<file path="src/rtl/serial_rx_pkg.sv">
// Shared types and constants for the 8N1 console receive path.
package serial_rx_pkg;

    typedef enum logic [2:0] {
        IDLE      = 3'd0,
        START     = 3'd1,
        DATA      = 3'd2,
        STOP      = 3'd3,
        WAIT_IDLE = 3'd4
    } rx_state_t;

    localparam int OVERSAMPLE = 16;
    localparam int MID_START  = 7;

    function automatic int baud_div(input int clock, input int baud);
        return clock / (baud * OVERSAMPLE);
    endfunction

endpackage

</file>
<file path="src/rtl/sync_fifo.sv">
// Circular-buffer FIFO with a registered fall-through head; a pop in the same
// cycle frees the slot for a push even when full.
module sync_fifo #(
    parameter int DATA_WIDTH = 8,
    parameter int DEPTH      = 16
) (
    input  logic                   clk,
    input  logic                   reset,
    input  logic                   wr_en,
    input  logic [DATA_WIDTH-1:0]  wr_data,
    input  logic                   rd_en,
    output logic [DATA_WIDTH-1:0]  rd_data,
    output logic                   valid,
    output logic                   full,
    output logic [$clog2(DEPTH):0] count
);
    localparam int AW = $clog2(DEPTH);
    localparam logic [AW:0]   COUNT_ZERO = {(AW+1){1'b0}};
    localparam logic [AW:0]   COUNT_ONE  = (AW+1)'(1);
    localparam logic [AW:0]   COUNT_FULL = (AW+1)'(DEPTH);
    localparam logic [AW-1:0] PTR_ONE    = AW'(1);

    logic [DATA_WIDTH-1:0] mem_r [DEPTH];
    logic [AW-1:0]         wr_ptr_r;
    logic [AW-1:0]         rd_ptr_r;
    logic [AW-1:0]         rd_ptr_nxt_s;
    logic [AW:0]           count_nxt_s;
    logic [DATA_WIDTH-1:0] head_s;
    logic                  push_s;
    logic                  pop_s;

    // Accept/pop decisions and the next head value, bypassing a same-cycle write.
    always_comb begin
        pop_s        = 1'b0;
        push_s       = 1'b0;
        rd_ptr_nxt_s = rd_ptr_r;
        count_nxt_s  = count;
        head_s       = {DATA_WIDTH{1'b0}};

        pop_s  = rd_en && (count != COUNT_ZERO);
        push_s = wr_en && ((count != COUNT_FULL) || pop_s);

        if (pop_s) begin
            rd_ptr_nxt_s = rd_ptr_r + PTR_ONE;
        end else begin
            rd_ptr_nxt_s = rd_ptr_r;
        end

        case ({push_s, pop_s})
            2'b10:   count_nxt_s = count + COUNT_ONE;
            2'b01:   count_nxt_s = count - COUNT_ONE;
            default: count_nxt_s = count;
        endcase

        if (count_nxt_s == COUNT_ZERO) begin
            head_s = {DATA_WIDTH{1'b0}};
        end else if (push_s && (wr_ptr_r == rd_ptr_nxt_s)) begin
            head_s = wr_data;
        end else begin
            head_s = mem_r[rd_ptr_nxt_s];
        end
    end

    // Pointer, occupancy and head registers.
    always_ff @(posedge clk) begin
        if (reset) begin
            wr_ptr_r <= {AW{1'b0}};
            rd_ptr_r <= {AW{1'b0}};
            count    <= COUNT_ZERO;
            rd_data  <= {DATA_WIDTH{1'b0}};
            valid    <= 1'b0;
            full     <= 1'b0;
        end else begin
            if (push_s) begin
                wr_ptr_r <= wr_ptr_r + PTR_ONE;
            end
            rd_ptr_r <= rd_ptr_nxt_s;
            count    <= count_nxt_s;
            rd_data  <= head_s;
            valid    <= (count_nxt_s != COUNT_ZERO);
            full     <= (count_nxt_s == COUNT_FULL);
        end
    end

    // Storage array; contents need no reset since the head is gated by occupancy.
    always_ff @(posedge clk) begin
        if (push_s) begin
            mem_r[wr_ptr_r] <= wr_data;
        end
    end

endmodule

</file>
<file path="src/rtl/serial_rx_fifo.sv">
// 8N1 receiver with 16x oversampling feeding a byte FIFO, with sticky
// framing and overrun flags for the console character sink.
module serial_rx_fifo
    import serial_rx_pkg::*;
#(
    parameter int CLOCK      = 50000000,
    parameter int BAUD       = 19200,
    parameter int FIFO_DEPTH = 16
) (
    input  logic                        clk,
    input  logic                        reset,
    input  logic                        rx,
    input  logic                        rd_en,
    input  logic                        clr_err,
    output logic [7:0]                  data_out,
    output logic                        data_valid,
    output logic [$clog2(FIFO_DEPTH):0] fifo_count,
    output logic                        overrun,
    output logic                        frame_err,
    output logic                        busy
);
    localparam int DIV = baud_div(CLOCK, BAUD);
    localparam int DW  = (DIV > 1) ? $clog2(DIV) : 1;
    localparam logic [DW-1:0] DIV_LAST = DW'(DIV - 1);
    localparam logic [3:0]    TC_MID   = 4'(MID_START);
    localparam logic [3:0]    TC_LAST  = 4'(OVERSAMPLE - 1);

    rx_state_t     state_r;
    logic          rx_meta_r;
    logic          rxs_r;
    logic [DW-1:0] div_cnt_r;
    logic          tick_s;
    logic          enter_start_s;
    logic [3:0]    tc_r;
    logic [2:0]    bi_r;
    logic [7:0]    shift_r;
    logic          push_r;
    logic [7:0]    push_data_r;
    logic          stop_bad_r;
    logic          fifo_full_s;
    logic          drop_s;

    // Strobes derived from the divider, the FSM and the FIFO state.
    always_comb begin
        tick_s        = 1'b0;
        enter_start_s = 1'b0;
        drop_s        = 1'b0;
        tick_s        = (div_cnt_r == DIV_LAST);
        enter_start_s = (state_r == IDLE) && !rxs_r;
        drop_s        = push_r && fifo_full_s && !rd_en;
    end

    // Two-flop synchroniser for the asynchronous line; idles high.
    always_ff @(posedge clk) begin
        if (reset) begin
            rx_meta_r <= 1'b1;
            rxs_r     <= 1'b1;
        end else begin
            rx_meta_r <= rx;
            rxs_r     <= rx_meta_r;
        end
    end

    // Free-running oversample divider, realigned to the start-bit edge.
    always_ff @(posedge clk) begin
        if (reset || enter_start_s || tick_s) begin
            div_cnt_r <= {DW{1'b0}};
        end else begin
            div_cnt_r <= div_cnt_r + DW'(1);
        end
    end

    // Receiver FSM; the assembled byte is handed to the FIFO one clk after the stop sample.
    always_ff @(posedge clk) begin
        if (reset) begin
            state_r     <= IDLE;
            tc_r        <= 4'd0;
            bi_r        <= 3'd0;
            shift_r     <= 8'd0;
            push_r      <= 1'b0;
            push_data_r <= 8'd0;
            stop_bad_r  <= 1'b0;
            busy        <= 1'b0;
        end else begin
            push_r     <= 1'b0;
            stop_bad_r <= 1'b0;
            case (state_r)
                IDLE: begin
                    if (!rxs_r) begin
                        state_r <= START;
                        tc_r    <= 4'd0;
                        busy    <= 1'b1;
                    end
                end
                START: begin
                    if (tick_s) begin
                        if (tc_r == TC_MID) begin
                            if (!rxs_r) begin
                                state_r <= DATA;
                                tc_r    <= 4'd0;
                                bi_r    <= 3'd0;
                            end else begin
                                state_r <= IDLE;
                                busy    <= 1'b0;
                            end
                        end else begin
                            tc_r <= tc_r + 4'd1;
                        end
                    end
                end
                DATA: begin
                    if (tick_s) begin
                        tc_r <= tc_r + 4'd1;
                        if (tc_r == TC_LAST) begin
                            shift_r <= {rxs_r, shift_r[7:1]};
                            bi_r    <= bi_r + 3'd1;
                            if (bi_r == 3'd7) begin
                                state_r <= STOP;
                            end
                        end
                    end
                end
                STOP: begin
                    if (tick_s) begin
                        tc_r <= tc_r + 4'd1;
                        if (tc_r == TC_LAST) begin
                            if (rxs_r) begin
                                push_r      <= 1'b1;
                                push_data_r <= shift_r;
                                state_r     <= IDLE;
                                busy        <= 1'b0;
                            end else begin
                                stop_bad_r <= 1'b1;
                                state_r    <= WAIT_IDLE;
                            end
                        end
                    end
                end
                WAIT_IDLE: begin
                    // A held break stays here, so it reports a single framing error.
                    if (tick_s && rxs_r) begin
                        state_r <= IDLE;
                        busy    <= 1'b0;
                    end
                end
                default: begin
                    state_r <= IDLE;
                    busy    <= 1'b0;
                end
            endcase
        end
    end

    // Sticky error flags; a new event in the clearing cycle wins.
    always_ff @(posedge clk) begin
        if (reset) begin
            overrun   <= 1'b0;
            frame_err <= 1'b0;
        end else begin
            if (drop_s) begin
                overrun <= 1'b1;
            end else if (clr_err) begin
                overrun <= 1'b0;
            end
            if (stop_bad_r) begin
                frame_err <= 1'b1;
            end else if (clr_err) begin
                frame_err <= 1'b0;
            end
        end
    end

    sync_fifo #(
        .DATA_WIDTH (8),
        .DEPTH      (FIFO_DEPTH)
    ) u_fifo (
        .clk     (clk),
        .reset   (reset),
        .wr_en   (push_r),
        .wr_data (push_data_r),
        .rd_en   (rd_en),
        .rd_data (data_out),
        .valid   (data_valid),
        .full    (fifo_full_s),
        .count   (fifo_count)
    );

endmodule
</file>
<file path="config.mk">
export PLATFORM = sky130hd
export DESIGN_NAME = serial_rx_fifo
export DESIGN_NICKNAME = d
export VERILOG_FILES = /design/src/rtl/serial_rx_pkg.sv /design/src/rtl/sync_fifo.sv /design/src/rtl/serial_rx_fifo.sv
export SDC_FILE = /design/constraint.sdc
export NUM_CORES = 1
export LEC_CHECK = 0
export CORE_MARGIN = 2
export CORE_UTILIZATION = 35
export DETAILED_ROUTE_END_ITERATION = 6
export GPL_TIMING_DRIVEN = 0
export PLACE_DENSITY_LB_ADDON = 0.15
export SYNTH_ARGS = -nofsm -noshare
export SYNTH_HDL_FRONTEND = slang
export SYNTH_HIERARCHICAL = 1
export SYNTH_SLANG_ARGS = --single-unit
</file>
<file path="constraint.sdc">
create_clock -name clk -period 6.8 [get_ports clk]
set_input_delay 1.02 -clock clk [delete_from_list [all_inputs] [get_ports clk]]
set_output_delay 1.02 -clock clk [all_outputs]
set_load 0.05 [all_outputs]
</file>
After elaboration in Yosys (flattened, before gate mapping)
Memories as Yosys holds them, arrays and structs flattened. A register that Yosys moved wholly into a read port is not among the register bits.
Cells that the tools add are included.
Word-level totals
  input bits: 5
  flip-flop bits (word level): 56
  word-level logic and storage cells: 121
  memories kept: 1
  RAM bits: 128
Cells by class
  add/sub/neg operators: 7
  reductions and logical operators: 28
  bitwise logic cells: 4
  muxes and demuxes: 40
  equal/unequal tests: 23
Memory list
  u_fifo.mem_r: depth 16, width 8, read ports 1, clocked after memory_dff 1, write ports 1, line sync_fifo.sv:23  | logic [DATA_WIDTH-1:0] mem_r [DEPTH];
Operator list (number)
  two-way mux 3 bit: 15
  two-way mux 4 bit: 5
  inequality test 2 bit, second input constant: 10
  case mux 3 bit (5 select lines): 1
  two-way mux 1 bit: 14
  adder 4 x 1 -> 4 bit, second input constant: 3
  case mux 4 bit (3 select lines): 1
  case mux 5 bit (2 select lines): 1
  nonzero test 5 bit: 2
  AND reduction 9 bit: 1
  adder 8 x 1 -> 8 bit, second input constant: 1
  == test 8 bit, second input constant: 1
  AND reduction 7 bit: 1
  == test 3 x 2 -> 1 bit, second input constant: 2
  == test 3 bit, second input constant: 2
  logical AND 1 bit: 6
  case mux 3 bit (2 select lines): 1
  AND reduction 3 bit: 2
  AND reduction 6 bit: 1
  nonzero test 2 bit: 3
  adder 5 x 1 -> 5 bit, second input constant: 1
  == test 5 bit, second input constant: 1
  logical NOT 5 bit: 1
  inequality test 5 bit, second input constant: 1
  other kinds (18): 25

Depth between registers and ports, before layout
Gate-level depths: netlist (run 1).
  depth in word-level cells: 8
  gate-level depth with buffers: 11
  depth with buffers taken out: 9

Cells and area by module
Netlist (run 1), hierarchy kept.
Modules (own cells, without submodules)
  sync_fifo: area each 8230.4 um^2, cells an instance 665, instances 1
  serial_rx_fifo: area each 1889.3 um^2, cells an instance 206, instances 1

Worst setup path after synthesis (run 1)
No wires, ideal clock.
  path kind: input to register
  start point: input port rd_en
  end point: register u_fifo.rd_data[5] (read register of u_fifo.mem_r)
  setup slack: 3.460 ns
  data required time: 6.658 ns
  path buffers: 1
  arrival time: 3.198 ns
  stages: 10
  path through: buf_2 -> nand2b_1 -> a21oi_2 -> ha_1 -> and3_1 -> or3_1 -> nand3_1 -> a41oi_1 -> nor3_4 -> a211oi_2
On the way
  cells in the longest elaborated chain, start to end: 7
  elaborated cells on any way between the ends: 9
RTL lines
  start, declared: line serial_rx_fifo.sv:13  | input logic rd_en,
  logical AND 1 bit (*): line sync_fifo.sv:40  | pop_s = rd_en && (count != COUNT_ZERO);
  logical OR 1 bit: line sync_fifo.sv:41  | push_s = wr_en && ((count != COUNT_FULL) || pop_s);
  logical AND 1 bit: line sync_fifo.sv:41
  == test 2 x 1 -> 1 bit / == test 2 bit (equally long branches): line sync_fifo.sv:49  | case ({push_s, pop_s})
  case mux 5 bit (2 select lines): line sync_fifo.sv:49
  logical NOT 5 bit: line sync_fifo.sv:55  | if (count_nxt_s == COUNT_ZERO) begin
  OR reduction 2 bit (no source line)
  end, declared: line sync_fifo.sv:12  | output logic [DATA_WIDTH-1:0] rd_data,
Every way passes the cells marked *; elsewhere a longest branch is shown, timed or not.
A chain may end at the register's enable or synchronous reset.

Worst setup path after layout (run 1)
  start point: input port rd_en
  end point: register u_fifo.rd_data[6] (read register of u_fifo.mem_r)
The elaborated chain is that of the path after synthesis.

==> flow_metrics.tcl, run 1 <==
set metrics [dict create \
    hpwl_mm 19.11 \
    path_max_fanout 10 \
    viasPerCell 5.562 \
    place_area_um2 10830 \
    peakVddDrop_mv 0.1541 \
    die_h_um 174.0 \
    p_per_area_nw_per_um2 324.2 \
    synth_flop_cell "edfxtp_1" \
    ios 22 \
    stdcell_count 1310 \
    drc_errors 0 \
    hold_viol 0 \
    clock-root-buffer "clkbuf_16" \
    synth-seq-cells 192 \
    dp_cells 1278 \
    antenna_found_initial 0 \
    synth_compound_area_frac 0.1387 \
    slew_viol_final 0 \
    h-tree-depth 4 \
    cts_tree "built" \
    fin_tns_setup_ns 0 \
    syn-cell-area_um2 10120 \
    vias 7286 \
    nFillCells 2745 \
    yosysSeqAreaShare 0.5064 \
    postCtsHoldBufs 0 \
    skew_ns 0.01364 \
    final_common_cell "edfxtp_1" \
    p_leak_nw 3.675 \
    clock_latency_ns 0.44 \
    end_kind "flop" \
    whs_ns 0.4023 \
    grtUsageTotal 0.1889 \
    path_class "input port to flop" \
    synthToLayoutAreaGrowth_pct 12.67 \
    worst_slew_pin_slew_ns 0.9966 \
    synth-xor-area-share 0.01879 \
    clock_sinks 192 \
    synth_cell_type_count 72 \
    numCtsBuffers 17 \
    dieArea_um2 30290 \
    grt_max_degree 19 \
    fin_area_um2 11400 \
    synthCells 871 \
    first_pass_iters 5 \
    clock_path_buffers 2 \
    dieWidth_um 174.0 \
    ctsResizeCount 0 \
    synth_area_per_cell_um2 11.62 \
    multi_input_area_um2 4624 \
    grt_pass1_vias 6965 \
    start_util 0.3535 \
    regArea_um2 5125 \
    min_period_over_period 0.5981 \
    outcome "finished clean" \
    drt-initial-drc-count 621 \
    clkTransAtPathRegs_ns 0.08 \
    layout-drive-gt1-share 0.1631 \
    grt_remaining_overflow 0 \
    gp_congestion 0.8509 \
    placementRows 62 \
    cts_setup_buffers 0 \
    antenna_left 0 \
    required_ns 7.08 \
    grt_pass1_wl_mm 43.36 \
    io_buffers 21 \
    synth_top_family_by_area "multiplexers" \
    fin_crit_ns 4.067 \
    rsz0062_at_grt "false" \
    wl_per_cell_um 21.51 \
    fin_total_pwr_mw 3.697 \
    synthSimpleGateAreaFrac 0.1266 \
    wl_mm 28.18 \
    core-area_um2 28630 \
    async_flop_share 0 \
    crit_path_start_kind "input port" \
    yosysWarnings 6 \
    antenna_cells 0 \
    finalSetupViolations 0 \
    fmax_mhz 245.9 \
    syn_nets 890 \
    slew_headroom 0.3347 \
    synthMuxAreaShare 0.1533 \
    timing.max_cap.violations 0 \
    final_cell_mix "edfxtp_1, nor2_1, mux2i_1, dfxtp_1, nand2_1" \
    synth_edf_count 128 \
    fin_nets 932 \
    hold_class "flop to flop" \
    synth_adder_area_share 0.01805 \
    arrival_ns 4.35 \
]
==> power by group <==
part,switching (mW),leakage (nW),internal (mW),total (mW)
registers,0.0214,1.70,1.26,1.28
logic,0.888,1.68,0.537,1.42
clock network,0.486,0.293,0.502,0.988
total,1.40,3.67,2.30,3.70
==> logic make-up (layout without fill, tap and decap cells) <==
kind of cell | count (synthesis) | after routing
simple gates | 261 | 261
flops | 192 | 192
compound gates | 181 | 181
mux | 123 | 123
buf+inv | 81 | 136
xor+xnor | 19 | 19
fa+ha+maj | 14 | 14
==> Yosys cell counts, types with 10 or more instances <==
cell type,n,area (um^2)
buf_2,20,100.1
mux2_2,26,292.8
dfxtp_1,64,1281
ha_1,13,162.7
o21ai_0,16,80.08
inv_1,10,37.54
xnor2_1,10,87.58
mux2i_1,74,740.7
a21oi_1,45,225.2
nand3_1,24,120.1
o32ai_1,26,227.7
nor2_1,92,345.3
nand2_1,54,202.7
nor3_1,21,105.1
nand2b_1,12,75.07
edfxtp_1,128,3844
o211ai_1,19,142.6
clkbuf_1,29,108.9
mux4_2,23,518.0
==> worst paths after layout <==
kind / from / endpoint / slack [ns] / depth (start not counted)
hold reg to reg: rx_meta_r / rxs_r / 0.40 / 1
hold / removal: rx_meta_r / rxs_r / 0.40 / 1
setup / recovery: rd_en / u_fifo/rd_data[6] / 2.73 / 11
setup reg to reg: u_fifo/count[0] / u_fifo/rd_data[6] / 3.07 / 11
==> per-stage QoR <==
step	worst slack, ns	util
floorplan	3.460	-
global placement	2.157	0.3777
detailed placement	2.249	0.3784
CTS	2.729	0.3982
global route	2.510	0.3983
finish	2.733	0.3983
==> worst max-delay path, cell delays in order <==
cell	delay (ns)
clkdlybuf4s50_1	0.48
buf_2	0.23
nand2b_1	0.16
a21oi_2	0.32
ha_1	0.35
xnor2_1	0.39
a311oi_1	0.15
o21ai_0	0.28
a41oi_1	0.23
nor3_4	0.62
a211oi_2	0.11
==> per-layer routing <==
layer,vias to the layer above,part of all wire,track usage
met5,-,0,0
met4,0,0.015,0.05182
met3,32,0.038,0.02472
met2,183,0.48,0.3147
met1,3637,0.46,0.2590
li1,3434,-,-
==> registers in the layout (all words and copies together), names as in the netlist <==
signal,flops
u_fifo/mem_r,128
div_cnt_r,8
push_data_r,8
shift_r,8
u_fifo/rd_data,8
u_fifo/count,5
tc_r,4
u_fifo/rd_ptr_r,4
u_fifo/wr_ptr_r,4
bi_r,3
state_r,3
busy,1
frame_err,1
overrun,1
push_r,1
rx_meta_r,1
rxs_r,1
stop_bad_r,1
u_fifo/full,1
u_fifo/valid,1
==> cell type report <==
class / count / share of cell area
buffer: 69 / 0.02985
inverter: 12 / 0.003950
sequential: 192 / 0.4495
timing repair buffer: 23 / 0.01931
clock inverter: 15 / 0.01240
multi-input combinational: 598 / 0.4056
clock buffer: 17 / 0.03731
tap: 384 / 0.04214
Note: power is estimated with default switching activity, not from simulation.
==> run 2, diff against run 1 <==
clock period = 3.8 ns   (was 6.8 ns; I/O delays follow)
==> run 2 against run 1 <==
Effect of this change: sequential power is 80% higher; first-iteration DRC count is 3.7% higher; wire length is 0.14% higher; register-to-register slack worse by 2.8 ns; sequential share of layout area is 0.10 points lower; worst setup slack worse by 2.4 ns; core utilization is 0.092 points higher; hold slack hardly changed; clock-buffer cell count stayed put; cell count hardly changed; critical path type is now flop to flop; critical endpoint is now u_fifo/rd_data[7]; largest power group unchanged; highest routed layer unchanged.
==> flow_metrics.tcl, run 2 (synthesis results as in run 1) <==
set metrics [dict create \
    outcome "finished clean" \
    peakVddDrop_mv 0.2739 \
    fin_tns_setup_ns 0 \
    gp_congestion 0.8509 \
    top_register "u_fifo/mem_r" \
    numCtsBuffers 17 \
    p_comb_frac 0.388 \
    rr_startpoint "u_fifo/count[0]" \
    viasPerCell 5.556 \
    first_pass_iters 5 \
    grt_max_degree 19 \
    start_util 0.3535 \
    cts_tree "built" \
    seq_power_share 0.346 \
    path_class "flop to flop" \
    arrival_ns 3.82 \
    synthToLayoutAreaGrowth_pct 12.93 \
    multi_input_area_um2 4631 \
    antenna_left 0 \
    fin_nets 933 \
    clock-root-buffer "clkbuf_16" \
    drc_errors 0 \
    final_cell_mix "edfxtp_1, nor2_1, mux2i_1, dfxtp_1, nand2_1" \
    placementRows 62 \
    power_frac_clock 0.266 \
    wl_per_cell_um 21.52 \
    crit_path_start_kind "flop" \
    clock_sinks 192 \
    hpwl_mm 19.11 \
    die_h_um 174.0 \
    vias 7284 \
    fmax_mhz 286.7 \
    core-area_um2 28630 \
    clock_path_buffers 2 \
    ios 22 \
    hold_depth 1 \
    io_buffers 21 \
    clock_latency_ns 0.44 \
    fin_crit_ns 3.487 \
    antenna_found_initial 0 \
    required_ns 4.13 \
    largest_reg_flops 128 \
    place_area_um2 10830 \
    skew_ns 0.01350 \
    final_common_cell "edfxtp_1" \
    layout-drive-gt1-share 0.1650 \
    worst_slew_pin_slew_ns 0.9582 \
    r2r_end "u_fifo/rd_data[7]" \
    whs_endpoint "rxs_r" \
    slew_headroom 0.3603 \
    path_max_fanout 10 \
    hold_viol 0 \
    grt_remaining_overflow 0 \
    dieWidth_um 174.0 \
    worstHoldStart "rx_meta_r" \
    rrSetupSlack_ns 0.31 \
    hold_class "flop to flop" \
    p_per_area_nw_per_um2 581.6 \
    h-tree-depth 4 \
    clkTransAtPathRegs_ns 0.08 \
    drt-initial-drc-count 644 \
    regArea_um2 5125 \
    p_leak_nw 3.686 \
    dieArea_um2 30290 \
    reg2reg_depth 12 \
    grt_pass1_wl_mm 43.36 \
    min_period_over_period 0.9177 \
    power.internal_mw 4.146 \
    end_kind "flop" \
    sw_frac_of_total 0.3762 \
    nFillCells 2741 \
    wl_mm 28.21 \
    grtUsageTotal 0.1889 \
    slew_viol_final 0 \
    fin_area_um2 11430 \
    whs_ns 0.4022 \
    timing.max_cap.violations 0 \
    finalSetupViolations 0 \
    grt_pass1_vias 6965 \
    rsz0062_at_grt "false" \
    p_sw_mw 2.501 \
    antenna_cells 0 \
    postCtsHoldBufs 0 \
]
## run 2: worst max path at each step
| stage | from | endpoint | depth (start not counted) |
|---|---|---|---|
| 6_report | u_fifo/count[0] | u_fifo/rd_data[7] | 12 |
| 2_1_floorplan | u_fifo/count[0] | u_fifo/rd_data[5] | 11 |
| 3_3_place_gp | rd_en | u_fifo/mem_r[2][1] | 7 |
| 5_1_grt | u_fifo/count[0] | u_fifo/full | 10 |
| 3_5_place_dp | rd_en | u_fifo/mem_r[1][1] | 7 |
| 4_1_cts | u_fifo/count[0] | u_fifo/rd_data[5] | 11 |
## run 2: cell type report
class | instances | area share
Buffer | 69 | 0.02978
Timing Repair Buffer | 24 | 0.02102
Clock buffer | 17 | 0.03722
Inverter | 12 | 0.003941
Tap cell | 384 | 0.04204
Clock inverter | 15 | 0.01237
Multi-Input combinational cell | 598 | 0.4052
Sequential cell | 192 | 0.4484
## run 2: metrics by stage
stage	cells	util	power (mW)	worst slack [ns]
floorplan	871	-	4.151	0.5004
global placement	1276	0.3777	4.863	-0.3927
detailed placement	1278	0.3784	4.869	-0.3012
CTS	1310	0.3982	6.655	0.1359
global route	1311	0.3992	6.935	0.1066
finish	1311	0.3992	6.647	0.3126
## run 2: repair_timing
item / 4_1_cts / 5_1_grt
endpoints found under the hold margin: 0 / 0
buffers inserted: 0 / 1
endpoints found under the setup margin: 0 / 10
gates resized for setup: 0 / 1
## run 2: power groups by stage
| stage | sequential, mW | clock, mW | combinational [mW] |
|---|---|---|---|
| 3_3_place_gp | 2.34 | 0 | 2.52 |
| 5_1_grt | 2.30 | 1.89 | 2.75 |
| 4_1_cts | 2.30 | 1.82 | 2.54 |
| 6_report | 2.30 | 1.77 | 2.58 |
| 3_5_place_dp | 2.35 | 0 | 2.52 |
| 2_1_floorplan | 2.50 | 0 | 1.65 |
## run 2: worst max-delay path, cell delays in order, from the launching register on
cell,delay [ns]
dfxtp_1,0.36
buf_2,0.20
nor4_2,0.31
buf_4,0.26
a21oi_2,0.14
fa_1,0.51
a21o_1,0.22
a2111oi_0,0.38
o21ai_0,0.15
a31oi_2,0.36
nor3_4,0.09
buf_12,0.16
a211oi_2,0.22
## run 2: metal layers
metal / share of wire / global-route usage
met1: 0.46 / 0.2590
met2: 0.49 / 0.3147
met3: 0.042 / 0.02472
met4: 0.015 / 0.05182
met5: 0 / 0
==> run 3, diff against run 2 <==
CORE_UTILIZATION = 60   (was 35)
==> run 3 against run 2 <==
Effect of this change: clock skew decreased by 0.0058 ns; cell count decreased by 13%; critical endpoint is now u_fifo/mem_r[2][5]; core utilization is 28 points higher; highest routed layer unchanged; sequential cell count unchanged; critical path type is now input port to flop.
==> flow_metrics.tcl, run 3 (synthesis results as in run 1) <==
set metrics [dict create \
    clock_path_buffers 2 \
    p_leak_nw 3.666 \
    slew_viol_final 0 \
    core-area_um2 16520 \
    max_stage_delay_ns 1.13 \
    pre_cts_ws_ns -0.2703 \
    min_period_over_period 0.9517 \
    gp_congestion 0.9687 \
    postCtsHoldBufs 0 \
    top_register "u_fifo/mem_r" \
    grt_pass1_wl_mm 40.86 \
    drt-initial-drc-count 768 \
    path_class "input port to flop" \
    power.internal_mw 4.202 \
    critical_path_depth 7 \
    crit_path_start_kind "input port" \
    viasPerCell 6.701 \
    rsz0062_at_grt "false" \
    outcome "finished clean" \
    worst_slew_pin_slew_ns 1.441 \
    io_buffers 21 \
    cp_num_buf_inv 4 \
    dieArea_um2 17920 \
    numCtsBuffers 17 \
    arrival_ns 3.66 \
    p_comb_frac 0.379 \
    fin_area_um2 11230 \
    reg2reg_depth 11 \
    wl_mm 26.64 \
    antenna_found_initial 0 \
    end_kind "flop" \
    cts_setup_buffers 0 \
    first_pass_iters 5 \
    antenna_cells 0 \
    timing.final.ws_setup_ns 0.1837 \
    die_h_um 133.9 \
    drc_errors 0 \
    synthToLayoutAreaGrowth_pct 11.02 \
    fmax_mhz 276.5 \
    cp_slowest_cell "nor3_1" \
    crit_chain "clkdlybuf4s50_1, buf_2, buf_1, o31a_1, clkbuf_1, nand2_1, nor3_1" \
    place_area_um2 10610 \
    grtUsageTotal 0.2998 \
    fin_tns_setup_ns 0 \
    clock_sinks 192 \
    hold_viol 0 \
    fin_crit_ns 3.616 \
    ios 22 \
    skew_ns 0.007741 \
    cts_tree "built" \
    p_per_area_nw_per_um2 592.5 \
    fin_nets 930 \
    p_sw_mw 2.455 \
    wl_per_cell_um 23.28 \
    timing.max_cap.violations 0 \
    nFillCells 1234 \
    power_frac_clock 0.276 \
    multi_input_area_um2 4621 \
    sw_frac_of_total 0.3688 \
    slew_headroom 0.03197 \
    antenna_left 0 \
    cp-endpoint "u_fifo/mem_r[2][5]" \
    rrSetupSlack_ns 0.22 \
    finalSetupViolations 0 \
    clock-root-buffer "clkbuf_16" \
    start_util 0.6124 \
    layout-drive-gt1-share 0.1602 \
    path_max_fanout 10 \
    final_common_cell "edfxtp_1" \
    grt_remaining_overflow 0 \
    h-tree-depth 4 \
    largest_reg_flops 128 \
    clkTransAtPathRegs_ns 0.07 \
    hold_class "flop to flop" \
    grt_pass1_vias 7463 \
    grt_max_degree 20 \
    placementRows 47 \
    vias 7666 \
    dieWidth_um 133.9 \
    peakVddDrop_mv 0.3553 \
    seq_power_share 0.345 \
    final_cell_mix "edfxtp_1, nor2_1, mux2i_1, dfxtp_1, nand2_1" \
    critPathTopFamily "buffers and inverters" \
    required_ns 3.84 \
    worstSetupStartpoint "rd_en" \
    clock_latency_ns 0.44 \
    rr_startpoint "u_fifo/count[0]" \
    r2r_end "u_fifo/rd_data[5]" \
    regArea_um2 5125 \
    hpwl_mm 18.40 \
]
run 3: final cells by class:
class                      instances  area share
multi-input combinational        598      0.4113
tap                              220     0.02450
sequential                       192      0.4562
clock inverter                    14     0.01492
buffer                            69     0.03029
clock buffer                      18     0.04009
timing repair buffer              21     0.01871
inverter                          12    0.004009
run 3: power groups by stage:
stage	sequential, mW	clock, mW	combinational (mW)
2_1_floorplan	2.50	0	1.65
4_1_cts	2.30	1.84	2.47
6_report	2.30	1.83	2.52
3_5_place_dp	2.34	0	2.46
5_1_grt	2.30	1.92	2.64
3_3_place_gp	2.34	0	2.41
run 3: how the worst min path moves through the flow:
stage / from / endpoint / slack (ns) / cells past startpoint
6_report: rx_meta_r / rxs_r / 0.42 / 1
5_1_grt: rx_meta_r / rxs_r / 0.44 / 1
4_1_cts: rx_meta_r / rxs_r / 0.42 / 1
3_5_place_dp: rx_meta_r / rxs_r / 0.40 / 1
3_3_place_gp: rx_meta_r / rxs_r / 0.40 / 1
2_1_floorplan: rx_meta_r / rxs_r / 0.39 / 1
run 3: timing repair:
| action | CTS | global route |
|---|---|---|
| endpoints found under the hold margin | 0 | 0 |
| setup endpoints to repair | 0 | 1 |
| resized for setup | 0 | 1 |
run 3: per-stage QoR:
step	power [mW]	util	std cells	hold WS, ns
3_5_place_dp	4.801	0.6418	1112	0.3999
2_1_floorplan	4.151	-	871	0.3895
6_report	6.657	0.6799	1144	0.4220
5_1_grt	6.867	0.6799	1144	0.4426
4_1_cts	6.608	0.6792	1144	0.4202
3_3_place_gp	4.748	0.6418	1112	0.4005
run 3: per-layer routing:
| metal | track usage | share of wire |
|---|---|---|
| met4 | 0.1330 | 0.039 |
| met2 | 0.5057 | 0.49 |
| met5 | 0 | 0 |
| met3 | 0.05026 | 0.073 |
| met1 | 0.3830 | 0.40 |
